## src/rtl/latch_bank.sv

```systemverilog
// latch_bank: per-channel capture-and-hold word bank with valid/ack handshake and overrun counter
//   clk        rising-edge clock
//   rst_n      synchronous active-low reset
//   i_data     CHANNELS*WIDTH channel words, channel c at [c*WIDTH +: WIDTH]
//   i_load     per-channel capture strobe
//   i_freeze   global hold, masks all loads (acks still accepted)
//   i_ack      per-channel consume strobe
//   i_ovr_clr  clears the overrun counter, wins over same-cycle overruns
//   o_d_out    held words, same packing as i_data
//   o_valid    per-channel unacknowledged-word flag
//   o_any_valid registered OR of next-state valid
//   o_ovr_cnt  saturating overrun count
module latch_bank #(
  parameter int WIDTH    = 8,
  parameter int CHANNELS = 4,
  parameter bit STICKY   = 1'b0,
  parameter int CNT_W    = 8
) (
  input  logic                      clk,
  input  logic                      rst_n,
  input  logic [CHANNELS*WIDTH-1:0] i_data,
  input  logic [CHANNELS-1:0]       i_load,
  input  logic                      i_freeze,
  input  logic [CHANNELS-1:0]       i_ack,
  input  logic                      i_ovr_clr,
  output logic [CHANNELS*WIDTH-1:0] o_d_out,
  output logic [CHANNELS-1:0]       o_valid,
  output logic                      o_any_valid,
  output logic [CNT_W-1:0]          o_ovr_cnt
);
  typedef enum logic {EMPTY = 1'b0, FULL = 1'b1} state_t;
  localparam logic [CNT_W+5:0] MAX = {6'b0, {CNT_W{1'b1}}};
  logic [CHANNELS-1:0] w_eff_load;
  logic [CHANNELS-1:0] w_ovr;
  logic [CHANNELS-1:0] w_valid_nxt;
  logic [5:0]          w_inc;
  logic [CNT_W+5:0]    w_sum;
  logic [CNT_W-1:0]    r_cnt;
  logic                r_any;
  assign w_eff_load = i_load & ~{CHANNELS{i_freeze}};
  genvar c;
  generate
    for (c = 0; c < CHANNELS; c++) begin : g_ch
      state_t           r_state;
      state_t           w_state_nxt;
      logic [WIDTH-1:0] r_word;
      logic [WIDTH-1:0] w_word_nxt;
      logic             w_ovr_c;
      always_comb begin
        w_state_nxt = r_state;
        w_word_nxt  = r_word;
        w_ovr_c     = 1'b0;
        case (r_state)
          EMPTY: if (w_eff_load[c]) begin
            w_state_nxt = FULL;
            w_word_nxt  = i_data[c*WIDTH +: WIDTH];
          end
          FULL: begin
            if (i_ack[c] && !w_eff_load[c]) w_state_nxt = EMPTY;
            else if (i_ack[c] && w_eff_load[c]) w_word_nxt = i_data[c*WIDTH +: WIDTH];
            else if (w_eff_load[c]) begin
              w_ovr_c    = 1'b1;
              w_word_nxt = STICKY ? r_word : i_data[c*WIDTH +: WIDTH];
            end
          end
          default: w_state_nxt = EMPTY;
        endcase
      end
      always_ff @(posedge clk) begin
        if (!rst_n) begin
          r_state <= EMPTY;
          r_word  <= '0;
        end else begin
          r_state <= w_state_nxt;
          r_word  <= w_word_nxt;
        end
      end
      assign w_ovr[c]                   = w_ovr_c;
      assign w_valid_nxt[c]             = (w_state_nxt == FULL);
      assign o_valid[c]                 = (r_state == FULL);
      assign o_d_out[c*WIDTH +: WIDTH]  = r_word;
    end
  endgenerate
  always_comb begin
    w_inc = '0;
    for (int i = 0; i < CHANNELS; i++) w_inc = w_inc + 6'(w_ovr[i]);
  end
  // wide intermediate keeps the saturating add from wrapping
  assign w_sum = {6'b0, r_cnt} + {{CNT_W{1'b0}}, w_inc};
  always_ff @(posedge clk) begin
    if (!rst_n) begin
      r_cnt <= '0;
      r_any <= 1'b0;
    end else begin
      r_cnt <= i_ovr_clr ? '0 : (w_sum > MAX ? MAX[CNT_W-1:0] : w_sum[CNT_W-1:0]);
      r_any <= |w_valid_nxt;
    end
  end
  assign o_ovr_cnt   = r_cnt;
  assign o_any_valid = r_any;
endmodule

```

## config.mk

```make
export PLATFORM = sky130hd
export DESIGN_NAME = latch_bank
export DESIGN_NICKNAME = d
export VERILOG_FILES = /design/src/rtl/latch_bank.sv
export SDC_FILE = /design/constraint.sdc
export NUM_CORES = 1
export LEC_CHECK = 0
export CAP_MARGIN = 15
export CORE_UTILIZATION = 57
export CTS_CLUSTER_DIAMETER = 120
export DETAILED_ROUTE_END_ITERATION = 7
export DONT_BUFFER_PORTS = 1
export PLACE_DENSITY = 0.74
export REMOVE_ABC_BUFFERS = 1
export SYNTH_ARGS = -nofsm -noshare
export SYNTH_HDL_FRONTEND = slang
export SYNTH_SLANG_ARGS = --single-unit
```

## constraint.sdc

```tcl
create_clock -name clk -period 4 [get_ports clk]
set_clock_uncertainty 0.05 [all_clocks]
set_input_delay 0.6 -clock clk [delete_from_list [all_inputs] [get_ports clk]]
set_output_delay 0.6 -clock clk [all_outputs]
set_load 0.005 [all_outputs]
```

==> results by group <==
Final layout
  – Fill cells: just under 300
  – Layout area overhead: 1.98%
  – Nets: roughly 250
  – Final Util: 62.3%
  – Proportion of layout cells with a drive suffix above 1: 7.25%
  – Ant diodes: 0

Floorplan
  – Die Width: ~60 um
  – Die ar.: 3560 sq um
  – Initial Utilization: 61.1%
  – Cell row count: 20
  – I/O pin count: between 80 and 90
  – Die H: 59.7 um
  – Core Area: 3100 sq um

Setup path
  – CP peak stage delay: around 0.50 ns
  – Critical path class: in2reg
  – R2R Path Start: g_ch[0].r_state
  – Critical R2R Capture: o_ovr_cnt[1]
  – Buffers & Inverters on Critical Path: 1
  – Crit path launch type: primary input
  – Worst EP required: 4.24 ns
  – CP max-delay cell: fa_1
  – Cell count of the worst reg-to-reg path: 9
  – CP Cell Sequence: nand2b_1 > or3_2 > fa_1 > fa_1 > inv_1 > fa_1 > and4_1 > nand4_1 > a21oi_1
  – Family with the most delay on the worst path: simple AND/OR/NAND/NOR gates
  – Launch point of the worst path: i_freeze
  – Most used cell, CP: fa_1
  – Critical Path End Type: flop
  – Crit-path max FO: 10
  – R2R setup slack: approximately 0.98 ns
  – WP data arrival: 3.33 ns

Run status
  – Status: finished clean

Route
  – Post-DR wirelength/cell: 14.5 um
  – Via count: 1339
  – Routed Antenna Nets: 0
  – Drt drc: 0
  – Drt first pass iters: 4
  – DR vias/cell: between 5 and 6
  – Initial DRC Count: just under 70
  – DRT Wirelength: 3640 um

Global route
  – Global route total overflow: 0
  – Total global-route track usage: 21.9%
  – First-pass GRT wire length: 5780 um
  – Pin count of the biggest net entering global routing: 39
  – Vias in the first global route: about 1400
  – Initial antenna violation count: 0

Logic synthesis
  – Post-synth EDFFs: 0
  – Post-Syn Area per Cell: 8.78 sq um
  – Register area share after synthesis: between 40 and 50%
  – Syn Inst Count: 216
  – Commonest cells post-synth: 64 x nand2_1, 45 x dfxtp_1, 31 x a21boi_0
  – Top-area cell type share of the netlist area: around 48%
  – Synth warnings: 0
  – Synth area leaders: dfxtp_1 48%, nand2_1 13%, a21boi_0 12%
  – Post-synth top flop: dfxtp_1
  – Leading area contributor after synthesis: dfxtp_1
  – Yosys cell types: 35
  – Flops & latches, synth: 45
  – Most numerous cell in the Yosys netlist: nand2_1
  – Netlist Area Pre-Place: approximately 1900 sq um
  – Async set-reset flop share out of synthesis: 0%

CTS
  – CTS max path bufs: 2
  – Root Buffer: clkbuf_4
  – Setup Fix Bufs, Post-CTS: 0
  – CTS tree: yes
  – H-tree lvl count: 2
  – Reg clk slew, reported paths: 0.12 ns
  – Post-CTS Hold Buffers: 0
  – CTS Sinks: 45
  – Cts bufs inserted: 5
  – Resized cells post-CTS: 0
  – Clock Latency Late Sink: 0.35 ns

Timing
  – Slew @ Worst Pin: 0.369 ns
  – Setup TNS: 0 ns
  – Hold slack: 0.320 ns
  – Final Critical Period: 3.09 ns
  – Final Hold Viols: 0
  – RSZ-0062 raised after global routing: false
  – Final period util: between 70% and 80%
  – Final Max Slew Viols: 0
  – Relative slew slack: 75.4%
  – Max Freq: roughly 320 MHz
  – Setup violators final: 0

Placement
  – Port Buffers: 0
  – Final RePlAce weighted congestion: between 0.6 and 0.7
  – Hpwl dp: 2800 um

Worst hold path
  – Hold Crit Start: i_data[14]
  – Hold depth: 2
  – Hold WC Path Type: in2reg
  – Hold-critical path endpoint: g_ch[1].r_word[6]

Power and ir drop
  – Worst vdd rail ir drop: 0.231 mV
  – Total Power: 0.000806 W
  – PD cells: about 420 nW/um^2
  – Leakage: 0.706 nW

Job
  – Max-Cap Viols: 0
[final cells by class]
class / count / area (sq um) / area share [%]
flip-flops and latches: 45 / 901 / 46.6
multi-input cells: 146 / 862 / 44.6
clock buffers: 7 / 55.1 / 2.85
well taps: 44 / 55.1 / 2.85
clock inverters: 1 / 30.0 / 1.55
inverters: 8 / 30.0 / 1.55
[metrics by stage]
stage	std cells	instance area [sq um]	setup slack, ns
global route	251	1930	0.754
floorplan	199	1790	0.822
CTS	251	1930	0.920
global placement	243	1850	0.691
finish	251	1930	0.912
detailed placement	243	1850	0.543
[power breakdown]
part	internal, W	switching, W	total [W]
clock network	0.000149	0.000134	0.000284
logic	0.0000193	0.0000227	0.0000421
registers	0.000466	0.0000135	0.000480
total	0.000635	0.000171	0.000806
[layer usage]
metal  vias up  routed length [um]  global-route usage [%]
li1        679                   -                       -
met1       598                1330                    19.6
met2        58                1930                    42.1
met3         4                 349                    10.8
met4         0                  28                    6.98
met5         -                   0                       0
[cell usage in the layout, fill, tap and decap left out, types with 2 or more instances in the layout]
master	count
a21boi_0	31
a21oi_1	6
and2_1	3
and2b_2	4
clkbuf_4	5
dfxtp_1	45
fa_1	3
inv_1	8
nand2_1	64
nand2b_1	5
nand3_1	2
nor2_1	2
o21ai_0	4
o21ai_2	2
or3_1	3
xnor2_1	2
[sequential cells by signal, indices dropped and copies added, names as in the netlist]
| signal | flops |
|---|---|
| g_ch.r_word | 32 |
| o_ovr_cnt | 8 |
| g_ch.r_state | 4 |
| o_any_valid | 1 |
[cells by family after synthesis]
family / Yosys count / synth area share, %
AOI/OAI and AO/OA: 48 / 18.2
adders and majority gates: 4 / 3.83
buffers and inverters: 25 / 7.00
xor gates and xnor gates: 3 / 1.39
DFF: 45 / 47.5
and+or+nand+nor: 91 / 22.1
[how the worst max path moves through the flow]
stage | end | slack [ns] | cells after the start
after global routing | o_ovr_cnt[1] | 0.75 | 9
after floorplan | o_ovr_cnt[0] | 0.82 | 9
after global placement | o_ovr_cnt[0] | 0.69 | 9
after CTS | o_ovr_cnt[1] | 0.92 | 9
final | o_ovr_cnt[1] | 0.91 | 9
after detailed placement | o_ovr_cnt[1] | 0.54 | 9
Note: power is estimated with default switching activity, not from simulation.
